--- src/rtl/program_loader_pkg.sv ---
// Shared definitions for the program RAM loader: sync byte, FSM states and
// the mod-2^DATA_WIDTH checksum helper.
package program_loader_pkg;

    localparam int DATA_WIDTH = 8;
    localparam logic [7:0] LOADER_SYNC_BYTE = 8'hA5;

    typedef enum logic [2:0] {
        WAIT_SYNC = 3'd0,
        GET_ADDR  = 3'd1,
        GET_LEN   = 3'd2,
        GET_DATA  = 3'd3,
        GET_CSUM  = 3'd4,
        DONE      = 3'd5,
        ERROR     = 3'd6
    } loader_state_t;

    function automatic logic [DATA_WIDTH-1:0] csum_add(
        input logic [DATA_WIDTH-1:0] acc,
        input logic [DATA_WIDTH-1:0] data
    );
        return acc + data;
    endfunction

endpackage

--- src/rtl/program_loader_if.sv ---
// Byte-stream input and RAM write port of the program loader.
// master = byte source / RAM side, slave = loader.
interface program_loader_if #(
    parameter int DATA_WIDTH = 8,
    parameter int ADDR_WIDTH = 8
);
    logic [DATA_WIDTH-1:0] in_data_i;
    logic                  in_valid_i;
    logic                  in_ready_o;
    logic                  ram_we_o;
    logic [ADDR_WIDTH-1:0] ram_addr_o;
    logic [DATA_WIDTH-1:0] ram_data_o;

    modport master (
        output in_data_i, in_valid_i,
        input  in_ready_o, ram_we_o, ram_addr_o, ram_data_o
    );

    modport slave (
        input  in_data_i, in_valid_i,
        output in_ready_o, ram_we_o, ram_addr_o, ram_data_o
    );
endinterface

--- src/rtl/program_loader_timeout.sv ---
// Idle counter for the loader: counts cycles while run is high, clears on
// clear, and flags expiry after TIMEOUT_CYCLES idle cycles.
module loader_timeout #(
    parameter int TIMEOUT_CYCLES = 1000
) (
    input  logic clk,
    input  logic rst_n,
    input  logic run,
    input  logic clear,
    output logic expired
);
    localparam int CW = $clog2(TIMEOUT_CYCLES + 1);

    logic [CW-1:0] cnt_r;

    // expired is seen one cycle early so the FSM leaves on the TIMEOUT_CYCLES-th idle edge
    assign expired = run && (cnt_r == CW'(TIMEOUT_CYCLES - 1));

    // Idle cycle counter, saturating at the expiry value
    always_ff @(posedge clk or negedge rst_n) begin
        if (!rst_n) begin
            cnt_r <= '0;
        end else if (!run || clear) begin
            cnt_r <= '0;
        end else if (!expired) begin
            cnt_r <= cnt_r + CW'(1);
        end else begin
            cnt_r <= cnt_r;
        end
    end
endmodule

--- src/rtl/program_loader.sv ---
// Loads a framed byte stream into program RAM and holds the CPU in reset
// until a frame with a good checksum has been written.
module program_loader
    import program_loader_pkg::*;
#(
    parameter int DATA_WIDTH     = program_loader_pkg::DATA_WIDTH,
    parameter int ADDR_WIDTH     = 8,
    parameter int TIMEOUT_CYCLES = 1000
) (
    input  logic             clk,
    input  logic             reset,
    program_loader_if.slave  bus,
    output logic             cpu_hold_o,
    output logic             done_o,
    output logic             error_o
);
    loader_state_t         state_r, next_state_s;
    logic                  ready_r;
    logic [ADDR_WIDTH-1:0] wr_addr_r;
    logic [8:0]            len_cnt_r;
    logic [DATA_WIDTH-1:0] csum_r;

    logic                  ram_we_r, ram_we_d;
    logic [ADDR_WIDTH-1:0] ram_addr_r, ram_addr_d;
    logic [DATA_WIDTH-1:0] ram_data_r, ram_data_d;
    logic                  hold_r, hold_d;
    logic                  done_r, done_d;
    logic                  error_r, error_d;

    logic accept_s, is_sync_s, csum_ok_s, run_s, expired_s;

    assign accept_s  = bus.in_valid_i && ready_r;
    assign is_sync_s = (bus.in_data_i == DATA_WIDTH'(LOADER_SYNC_BYTE));
    assign csum_ok_s = (csum_add(csum_r, bus.in_data_i) == '0);
    assign run_s     = (state_r == GET_ADDR) || (state_r == GET_LEN) ||
                       (state_r == GET_DATA) || (state_r == GET_CSUM);

    loader_timeout #(.TIMEOUT_CYCLES(TIMEOUT_CYCLES)) u_timeout (
        .clk     (clk),
        .rst_n   (reset),
        .run     (run_s),
        .clear   (accept_s),
        .expired (expired_s)
    );

    // FSM state register
    always_ff @(posedge clk or negedge reset) begin
        if (!reset) begin
            state_r <= WAIT_SYNC;
        end else begin
            state_r <= next_state_s;
        end
    end

    // FSM next-state logic; an accepted byte always beats a timeout on the same edge
    always_comb begin
        next_state_s = state_r;
        case (state_r)
            WAIT_SYNC, DONE, ERROR: begin
                if (accept_s && is_sync_s) next_state_s = GET_ADDR;
                else                       next_state_s = state_r;
            end
            GET_ADDR: begin
                if (accept_s)       next_state_s = GET_LEN;
                else if (expired_s) next_state_s = ERROR;
                else                next_state_s = state_r;
            end
            GET_LEN: begin
                if (accept_s)       next_state_s = GET_DATA;
                else if (expired_s) next_state_s = ERROR;
                else                next_state_s = state_r;
            end
            GET_DATA: begin
                if (accept_s && (len_cnt_r == 9'd1)) next_state_s = GET_CSUM;
                else if (accept_s)                   next_state_s = GET_DATA;
                else if (expired_s)                  next_state_s = ERROR;
                else                                 next_state_s = state_r;
            end
            GET_CSUM: begin
                if (accept_s && csum_ok_s) next_state_s = DONE;
                else if (accept_s)         next_state_s = ERROR;
                else if (expired_s)        next_state_s = ERROR;
                else                       next_state_s = state_r;
            end
            default: next_state_s = WAIT_SYNC;
        endcase
    end

    // FSM output logic: next values of the registered outputs
    always_comb begin
        ram_we_d   = 1'b0;
        ram_addr_d = ram_addr_r;
        ram_data_d = ram_data_r;
        if (accept_s && (state_r == GET_DATA)) begin
            ram_we_d   = 1'b1;
            ram_addr_d = wr_addr_r;
            ram_data_d = bus.in_data_i;
        end else begin
            ram_we_d   = 1'b0;
        end
        hold_d  = (next_state_s != DONE);
        done_d  = (next_state_s == DONE);
        error_d = (next_state_s == ERROR);
    end

    // Output registers
    always_ff @(posedge clk or negedge reset) begin
        if (!reset) begin
            ready_r    <= 1'b0;
            ram_we_r   <= 1'b0;
            ram_addr_r <= '0;
            ram_data_r <= '0;
            hold_r     <= 1'b1;
            done_r     <= 1'b0;
            error_r    <= 1'b0;
        end else begin
            ready_r    <= 1'b1;
            ram_we_r   <= ram_we_d;
            ram_addr_r <= ram_addr_d;
            ram_data_r <= ram_data_d;
            hold_r     <= hold_d;
            done_r     <= done_d;
            error_r    <= error_d;
        end
    end

    // Frame datapath: write address, remaining byte count, running checksum
    always_ff @(posedge clk or negedge reset) begin
        if (!reset) begin
            wr_addr_r <= '0;
            len_cnt_r <= 9'd0;
            csum_r    <= '0;
        end else if (accept_s) begin
            case (state_r)
                GET_ADDR: begin
                    wr_addr_r <= ADDR_WIDTH'(bus.in_data_i);
                    csum_r    <= bus.in_data_i;
                end
                GET_LEN: begin
                    // LEN of zero encodes a full 256-byte frame
                    len_cnt_r <= (bus.in_data_i == '0) ? 9'd256 : 9'(bus.in_data_i);
                    csum_r    <= csum_add(csum_r, bus.in_data_i);
                end
                GET_DATA: begin
                    wr_addr_r <= wr_addr_r + ADDR_WIDTH'(1);
                    len_cnt_r <= len_cnt_r - 9'd1;
                    csum_r    <= csum_add(csum_r, bus.in_data_i);
                end
                default: begin
                    wr_addr_r <= wr_addr_r;
                    len_cnt_r <= len_cnt_r;
                    csum_r    <= csum_r;
                end
            endcase
        end else begin
            wr_addr_r <= wr_addr_r;
            len_cnt_r <= len_cnt_r;
            csum_r    <= csum_r;
        end
    end

    assign bus.in_ready_o = ready_r;
    assign bus.ram_we_o   = ram_we_r;
    assign bus.ram_addr_o = ram_addr_r;
    assign bus.ram_data_o = ram_data_r;
    assign cpu_hold_o     = hold_r;
    assign done_o         = done_r;
    assign error_o        = error_r;
endmodule
--- src/flat_wrapper.sv ---
// flat-port wrapper written by rule: the top's interface ports become plain ports
module program_loader_flat import program_loader_pkg::*;
#(
    parameter int DATA_WIDTH     = program_loader_pkg::DATA_WIDTH,
    parameter int ADDR_WIDTH     = 8,
    parameter int TIMEOUT_CYCLES = 1000
)
  (clk, reset, cpu_hold_o, done_o, error_o, bus_in_data_i, bus_in_valid_i, bus_in_ready_o, bus_ram_we_o, bus_ram_addr_o, bus_ram_data_o);
  program_loader_if #(.DATA_WIDTH(DATA_WIDTH), .ADDR_WIDTH(ADDR_WIDTH)) bus_i ();
  input  logic clk;
  input  logic reset;
  output logic cpu_hold_o;
  output logic done_o;
  output logic error_o;
  input wire logic [$bits(bus_i.in_data_i)-1:0] bus_in_data_i;
  input wire logic [$bits(bus_i.in_valid_i)-1:0] bus_in_valid_i;
  output wire logic [$bits(bus_i.in_ready_o)-1:0] bus_in_ready_o;
  output wire logic [$bits(bus_i.ram_we_o)-1:0] bus_ram_we_o;
  output wire logic [$bits(bus_i.ram_addr_o)-1:0] bus_ram_addr_o;
  output wire logic [$bits(bus_i.ram_data_o)-1:0] bus_ram_data_o;
  assign bus_i.in_data_i = bus_in_data_i;
  assign bus_i.in_valid_i = bus_in_valid_i;
  assign bus_in_ready_o = bus_i.in_ready_o;
  assign bus_ram_we_o = bus_i.ram_we_o;
  assign bus_ram_addr_o = bus_i.ram_addr_o;
  assign bus_ram_data_o = bus_i.ram_data_o;
  program_loader #(.DATA_WIDTH(DATA_WIDTH), .ADDR_WIDTH(ADDR_WIDTH), .TIMEOUT_CYCLES(TIMEOUT_CYCLES)) u_core (.clk(clk), .reset(reset), .bus(bus_i), .cpu_hold_o(cpu_hold_o), .done_o(done_o), .error_o(error_o));
endmodule
--- config.mk ---
export PLATFORM = sky130hd
export DESIGN_NAME = program_loader_flat
export DESIGN_NICKNAME = d
export VERILOG_FILES = /design/src/rtl/program_loader_pkg.sv /design/src/rtl/program_loader_if.sv /design/src/rtl/program_loader_timeout.sv /design/src/rtl/program_loader.sv /design/src/flat_wrapper.sv
export SDC_FILE = /design/constraint.sdc
export NUM_CORES = 1
export LEC_CHECK = 0
export CAP_MARGIN = 15
export CORE_MARGIN = 4
export CORE_UTILIZATION = 55
export DETAILED_ROUTE_END_ITERATION = 10
export DONT_BUFFER_PORTS = 1
export PLACE_DENSITY = 0.73
export SLEW_MARGIN = 25
export SYNTH_ARGS = -nofsm -noshare
export SYNTH_HDL_FRONTEND = slang
export SYNTH_HIERARCHICAL = 1
export SYNTH_SLANG_ARGS = --single-unit
--- constraint.sdc ---
create_clock -name clk -period 2.5 [get_ports clk]
set_input_delay 0.25 -clock clk [delete_from_list [all_inputs] [get_ports clk]]
set_output_delay 0.25 -clock clk [all_outputs]
set_load 0.02 [all_outputs]
==> out/results.md, run 1 <==
| Result | Reported |
| --- | --- |
| Final routed wire length divided by cell count | 17.3 microns |
| Synth cell count leaders | 58 x dfrtp_1, 37 x nand2_1, 29 x nor2_1 |
| Inserted Diodes | 0 |
| Number of routed nets with antenna violations | 0 |
| Endpoint arrival time on the critical path | 2.69 ns |
| Switching share of total power | 41.0% |
| Biggest fanout along the worst timing path | 4 |
| First-pass GRT wire length | 13300 microns |
| Proportion of power drawn by flip-flops and latches | 36.7% |
| Result of the run | finished clean |
| GRT Resource Usage Total | 22.9% |
| Core ar. | 5960 sq um |
| Largest cells by area after synthesis | dfrtp_1 43%, a21oi_1 4.1%, nand2_1 4.1%, ha_1 4.0%, o21ai_0 3.8% |
| Clk Tree Root Cell | clkbuf_8 |
| Share of the cycle needed by the critical path after routing | 96.4% |
| Clock power frac | 22.0% |
| Clock Skews | 0.00946 ns |
| Final-stage net count | 400 |
| Type of the setup path with the least slack | reg2reg |
| Synthesis Warnings | 6 |
| Leakage dissipation | 1.66 nW |
| Instance count of the mapped netlist | 361 |
| Number of buffers inserted during clock tree synthesis | 9 |
| Final cell count without fillers | 457 |
| Detailed-router iteration count before antenna repair | 5 |
| Crit. End Element | register |
| Starting density of the core | 57.1% |
| Synthesized cell area | 3400 sq um |
| Number of antenna violations at the first check in global routing | 0 |
| Number of vias after detailed routing | 2846 |
| Fraction of post-synthesis cell area in the top cell type by area | 42.6% |
| RSZ-0062 raised after global routing | true |
| Setup ws final | 0.0911 ns |
| Total wire length | 7920 microns |
| Share of flip-flops with an asynchronous set or reset after synthesis | 100% |
| First DRT Iteration DRCs | 219 |
| Number of flops mapped to enable cells by yosys | 0 |
| Post-CTS clock slew at the launch and capture registers of the worst setup and hold paths | 0.07 ns |
| Critical path required time | 2.78 ns |
| Avg Cell Area, Syn | 9.43 sq um |
| FF+latch count, synth | 59 |
| Ports | 32 |
| Level count of the clock H-tree | 3 |
| CTS sink cnt | 59 |
| Port Buffer Count | 0 |
| Max Clock Freq | 415 MHz |
| Maxcap violations | 0 |
| Number of DRC violations after detailed routing | 0 |
| Dominant cell type by area after synthesis | dfrtp_1 |
| Sequential cell area | 1480 sq um |
| Detailed-route vias per instance | 6.23 |
| Kind of path behind the tightest hold check | in2reg |
| Crit path launch type | register |
| DIE AREA | 7510 sq um |
| Synthesized Nets | 384 |
| Y dimension of the die | 86.7 microns |
| Area delta synth->final | 13.7% |
| Vias in the first global route | 2746 |
| Buffer depth of the longest clock path | 2 |
| Number of cells in the design after placement | 438 |
| Switching pwr | 2.04 mW |
| Number of placement rows | 28 |
| Share of layout cells above drive strength 1 | 16.2% |
| Sequential area share after synthesis | 43.4% |
| Area used by multi-input combinational logic | 1850 sq um |
| Final count of negative-setup-slack endpoints | 0 |
| Clock tree from TritonCTS | built |
| Commonest register cell after synthesis | dfrtp_1 |
| HPWL after DPL | 5540 microns |
| Filler instances | 494 |
| Count of final max-slew check failures | 0 |
| Horiz. Die Dim | 86.7 microns |
| DP Worst Slack | 0.0517 ns |
| Post-Route Setup TNS | 0 ns |
| Clock latency on the worst-skew pair | 0.35 ns |
| Gr ovfl total | 0 |
| Worst reg-to-reg setup slack | 0.09 ns |
| Maximum number of pins on one net before global-route repair | 60 |
| Gp weighted congestion | 0.912 |
| Min Tclk post-route | 2.41 ns |
| Cell with the most instances after synthesis | dfrtp_1 |
| Power share of the combinational group | 41.3% |
| Power Internal | 2.94 mW |
| Distinct cell type count of the synthesized netlist | 66 |
| Final number of hold-violating endpoints | 0 |
| Total power divided by cell area | 1290 nW/um^2 |
| Largest voltage drop on the vdd net | 862 uV |
[state kept, by name (all words and copies together), names as in the netlist]
signal,count
u_core/state_r,3
u_core/error_o,1
u_core/csum_r,8
u_core/bus.ram_data_o,8
u_core/len_cnt_r,9
u_core/cpu_hold_o,1
u_core/u_timeout/cnt_r,10
u_core/bus.ram_addr_o,8
u_core/wr_addr_r,8
u_core/bus.ram_we_o,1
u_core/bus.in_ready_o,1
u_core/done_o,1
[layout make-up]
class,count,share of cell area [%]
Timing Repair Buffer,18,4.07
Inverter,11,1.07
Tap cell,75,2.42
Multi-Input combinational cell,278,47.8
Sequential cell,59,38.2
Clock inverter,6,2.88
Clock buffer,10,3.56
[path summary, 6_finish.rpt]
check	from	endpoint	cells after the start
max	u_core/csum_r[0]	u_core/cpu_hold_o	9
min	bus_in_data_i[0]	u_core/wr_addr_r[0]	2
max reg2reg	u_core/csum_r[0]	u_core/cpu_hold_o	9
min reg2reg	u_core/csum_r[2]	u_core/csum_r[2]	2
max in group asynchronous	reset	u_core/cpu_hold_o	2
min in group asynchronous	reset	u_core/u_timeout/cnt_r[1]	2
[layout by cell type, fill, tap and decap left out, drive strengths merged, types with 5 or more instances in the layout]
cell,synthesis,layout
a211oi,5,5
a21oi,29,29
a31oi,7,7
buf,2,17
clkbuf,11,10
dfrtp,58,58
ha,11,11
inv,11,12
mux2,16,16
nand2,38,38
nand2b,5,5
nand3,11,11
nor2,29,29
nor2b,6,6
nor3,9,9
nor4,5,5
o21a,5,5
o21ai,34,34
[power by group through the flow]
| stage | Sequential [mW] | Clock (mW) | Combinational [mW] |
|---|---|---|---|
| after floorplan | 1.76 | 0 | 1.55 |
| after global placement | 1.83 | 0 | 1.92 |
| after detailed placement | 1.84 | 0 | 1.98 |
| after CTS | 1.83 | 1.12 | 2.02 |
| after global routing | 1.88 | 1.15 | 2.32 |
| final | 1.83 | 1.10 | 2.05 |
[metrics by stage]
step	hold WS [ns]	area (sq um)	power [mW]	util [%]
4_1_cts	0.0121	3840	4.96	64.6
2_1_floorplan	-0.0456	3400	3.31	-
6_report	0.0222	3870	4.98	65.0
3_5_place_dp	-0.0430	3560	3.82	59.7
5_1_grt	0.0144	3870	5.35	65.0
3_3_place_gp	-0.0436	3560	3.75	59.7
[cell families after synthesis]
group | after synthesis | synth area share, %
and+or+nand+nor | 132 | 20.9
AOI/OAI and AO/OA | 105 | 19.1
DFF | 59 | 43.4
buffers and inverters | 24 | 2.72
muxes | 20 | 6.47
adders and majority gates | 12 | 4.63
xor gates and xnor gates | 8 | 2.61
other | 1 | 0.110
[what timing repair did]
item / 4_1_cts / 5_1_grt
hold buffers: 2 / 0
hold endpoints to repair: 59 / 0
endpoints found under the setup margin: 0 / 3
setup buffers: 0 / 1
gates resized for setup: 0 / 5
[per-layer routing]
metal	wire, microns	track usage, %	vias to the layer above
li1	-	-	1346
met2	3820	34.8	86
met5	0	0	-
met3	446	5.23	17
met1	3470	30.7	1397
met4	186	11.5	0
[worst max-delay path, stage by stage, from the launching register on]
cell      delay [ns]
dfrtp_1         0.38
ha_4            0.16
inv_2           0.04
fa_2            0.36
and4b_1         0.26
o21a_1          0.16
o31a_1          0.15
o211ai_1        0.12
o41a_2          0.49
or2_1           0.21
No activity file was read; power rests on OpenSTA's default activity.
==> run 2: changes to the inputs <==
--- a/config.mk
+++ b/config.mk
@@ -10,7 +10,7 @@
 export CORE_UTILIZATION = 55
 export DETAILED_ROUTE_END_ITERATION = 10
 export DONT_BUFFER_PORTS = 1
-export PLACE_DENSITY = 0.73
+export PLACE_DENSITY = 0.7
 export SLEW_MARGIN = 25
 export SYNTH_ARGS = -nofsm -noshare
 export SYNTH_HDL_FRONTEND = slang
==> constraint.sdc (replaced) <==
create_clock -name clk -period 3.02 [get_ports clk]
set_input_delay 0.302 -clock clk [delete_from_list [all_inputs] [get_ports clk]]
set_output_delay 0.302 -clock clk [all_outputs]
set_load 0.02 [all_outputs]
==> out/results.md, run 2 (synthesis gave the netlist of run 1 again) <==
| Result | Reported | vs previous |
| --- | --- | --- |
| Starting density of the core | 57.1% | unchanged |
| Leakage dissipation | 1.60 nW | -3.6% |
| Number of routed nets with antenna violations | 0 | unchanged |
| Proportion of power drawn by flip-flops and latches | 39.1% | +2.4 points |
| Biggest fanout along the worst timing path | 15 | +11 |
| Final routed wire length divided by cell count | 17.6 microns | +1.6% |
| Number of placement rows | 28 | unchanged |
| Number of buffers inserted during clock tree synthesis | 9 | unchanged |
| Share of layout cells above drive strength 1 | 12.4% | -3.8 points |
| Horiz. Die Dim | 86.7 microns | unchanged |
| Highest-count cells in the layout ignoring fill and taps | 58 x dfrtp_1, 37 x nand2_1, 29 x nor2_1 |  |
| Inserted Diodes | 0 | unchanged |
| Crit path launch type | register |  |
| Min Tclk post-route | 2.59 ns | +0.185 ns |
| Clock tree from TritonCTS | built |  |
| Core ar. | 5960 sq um | unchanged |
| First DRT Iteration DRCs | 236 | +7.8% |
| Share of the cycle needed by the critical path after routing | 85.9% | -10 points |
| Final total power | 3.95 mW | -21% |
| Maxcap violations | 0 | unchanged |
| First-pass GRT wire length | 13300 microns | -0.20% |
| Gr ovfl total | 0 | unchanged |
| CTS sink cnt | 59 | unchanged |
| Biggest regs | u_core/u_timeout/cnt_r: 10 flops, u_core/len_cnt_r: 9 flops |  |
| Cell with the largest stage delay on the worst path | dfrtp_1 |  |
| Switching pwr | 1.66 mW | -19% |
| Total power divided by cell area | 1060 nW/um^2 | -18% |
| Worst reg2reg path endpoint | u_core/error_o |  |
| Final count of negative-setup-slack endpoints | 0 | unchanged |
| Cell breakdown of the critical path | nor2_1 -> xnor2_1 -> nand4bb_1 -> nor3_2 -> a21oi_1 -> a221o_1 -> o21ba_1 -> a211oi_2 -> o41a_2 -> and4_1 |  |
| RSZ-0062 raised after global routing | false |  |
| Post-CTS clock slew at the launch and capture registers of the worst setup and hold paths | 0.08 ns | about the same |
| Switching share of total power | 42.0% | +1.1 points |
| Count of buffering cells on the critical path with inverters included | 0 | -1 |
| Total wire length | 7840 microns | -1.0% |
| Quantity of gates resized following cts | 0 | unchanged |
| Critical path required time | 3.30 ns | +0.52 ns |
| Vias in the first global route | 2707 | -1.4% |
| CTS hold repair buffers | 2 | unchanged |
| Post-CTS setup repair buffer count | 0 | unchanged |
| Maximum number of pins on one net before global-route repair | 60 | unchanged |
| Y dimension of the die | 86.7 microns | unchanged |
| Count of final max-slew check failures | 0 | unchanged |
| Cell depth of the worst flop-to-flop path | 10 | +1 |
| Number of DRC violations after detailed routing | 0 | unchanged |
| Finished Cell Area | 3750 sq um | -3.2% |
| Clock latency on the worst-skew pair | 0.35 ns | about the same |
| Rel. slew slack | 48.5% |  |
| Detailed-router iteration count before antenna repair | 5 | unchanged |
| Number of cells in the design after placement | 428 | -2.3% |
| DIE AREA | 7510 sq um | unchanged |
| Worst reg2reg startpoint | u_core/state_r[1] |  |
| Final number of hold-violating endpoints | 0 | unchanged |
| Endpoint arrival time on the critical path | 2.87 ns | +0.18 ns |
| Clock power frac | 21.2% | -0.8 points |
| Worst reg-to-reg setup slack | 0.43 ns | +0.33 ns |
| Final cell count without fillers | 445 | -2.6% |
| Level count of the clock H-tree | 3 | unchanged |
| Most flop-heavy register | u_core/u_timeout/cnt_r |  |
| Type of the setup path with the least slack | reg2reg |  |
| Post-placement cell area | 3480 sq um | -2.1% |
| Number of antenna violations at the first check in global routing | 0 | unchanged |
| Worst hold stages | 1 | -1 |
| Filler instances | 496 | +0.40% |
| GRT Resource Usage Total | 23.0% | +0.049 points |
| Kind of path behind the tightest hold check | in2reg |  |
| Number of vias after detailed routing | 2753 | -3.3% |
| Ports | 32 | unchanged |
| Gp weighted congestion | 0.939 | +2.9% |
| Port Buffer Count | 0 | unchanged |
| Cell type group with the largest total delay on the critical path | compound AO/OA/AOI/OAI gates |  |
| Max Clock Freq | 385 MHz | -7.1% |
| Result of the run | finished clean |  |
| Buffer depth of the longest clock path | 2 | unchanged |
| Power share of the combinational group | 39.7% | -1.6 points |
| Crit. End Element | register |  |
| Detailed-route vias per instance | 6.19 | -0.66% |
| Clk Tree Root Cell | clkbuf_8 |  |
| Delay of the slowest cell on the worst path | 0.60 ns | +0.11 ns |
| Hold EP | u_core/bus.ram_data_o[7] |  |
| Post-Route Setup TNS | 0 ns | unchanged |
| Sequential cell area | 1480 sq um | unchanged |
| Transition time at the pin with the least slew margin | 0.769 ns |  |
| Largest voltage drop on the vdd net | 737 uV | -15% |
| HPWL after DPL | 5350 microns | -3.4% |
| Final-stage net count | 389 | -2.8% |
| Startpoint of the most critical hold path | bus_in_data_i[7] |  |
| Largest register FFs | 10 | unchanged |
| Power Internal | 2.29 mW | -22% |
| Most common cell after layout, fill and taps aside | dfrtp_1 |  |
| Worst hold-check slack | 0.0777 ns | +0.0555 ns |
| Area used by multi-input combinational logic | 1830 sq um | -1.0% |
| Clock Skews | 0.0135 ns | +0.00402 ns |
| Area delta synth->final | 10.1% |  |
==> run 2: changes by cell type in the layout (fill, tap and decap cells not counted), sizes merged <==
cell | previous run | this run
buf | 17 | 6
bufinv | 3 | 2
clkbuf | 10 | 11
clkinv | 1 | 2
clkinvlp | 1 | 0
inv | 12 | 11
==> run 2: power by group through the flow <==
stage	registers, mW	logic [mW]	clock network (mW)
final	1.55	1.57	0.837
after global routing	1.59	1.78	0.878
after floorplan	1.46	1.28	0
after detailed placement	1.56	1.52	0
after global placement	1.54	1.48	0
after CTS	1.55	1.56	0.850
==> run 2: worst max path at each step <==
stage                            from                 to  slack [ns]  cells after the start
floorplan           u_core/state_r[2]     u_core/error_o        0.52                     10
global placement     u_core/csum_r[0]  u_core/cpu_hold_o        0.66                      9
detailed placement  u_core/state_r[1]     u_core/error_o        0.47                     10
CTS                 u_core/state_r[1]     u_core/error_o        0.43                     10
global route        u_core/state_r[1]     u_core/error_o        0.15                     10
finish              u_core/state_r[1]     u_core/error_o        0.43                     10
==> run 2: per-layer routing <==
metal  routed length, microns  GRT usage (%)  up-vias  part of all wire (%)
met5                        0              0        -                     0
met4                      107           8.07        0                   1.4
met3                      510           7.03        9                   6.5
met2                     3770           35.9       97                    48
met1                     3450           30.3     1326                    44
li1                         -              -     1321                     -
==> run 2: metrics by stage <==
stage / worst slack (ns) / util (%)
2_1_floorplan: 0.524 / -
3_3_place_gp: 0.661 / 58.5
3_5_place_dp: 0.467 / 58.5
4_1_cts: 0.433 / 62.9
5_1_grt: 0.148 / 62.9
6_report: 0.426 / 62.9
==> run 2: cell type report <==
type                       count  share of cell area (%)
inverter                      11                    1.10
clock inverter                 4                    1.97
clock buffer                  11                    4.04
multi-input combinational    278                    48.9
sequential                    59                    39.4
timing repair buffer           7                    2.00
tap                           75                    2.51
==> run 2: worst reg2reg max path: stages, from the launching register on <==
cell,delay (ns)
dfrtp_1,0.60
nor2_1,0.15
xnor2_1,0.25
nand4bb_1,0.16
nor3_2,0.16
a21oi_1,0.12
a221o_1,0.36
o21ba_1,0.20
a211oi_2,0.15
o41a_2,0.20
and4_1,0.17
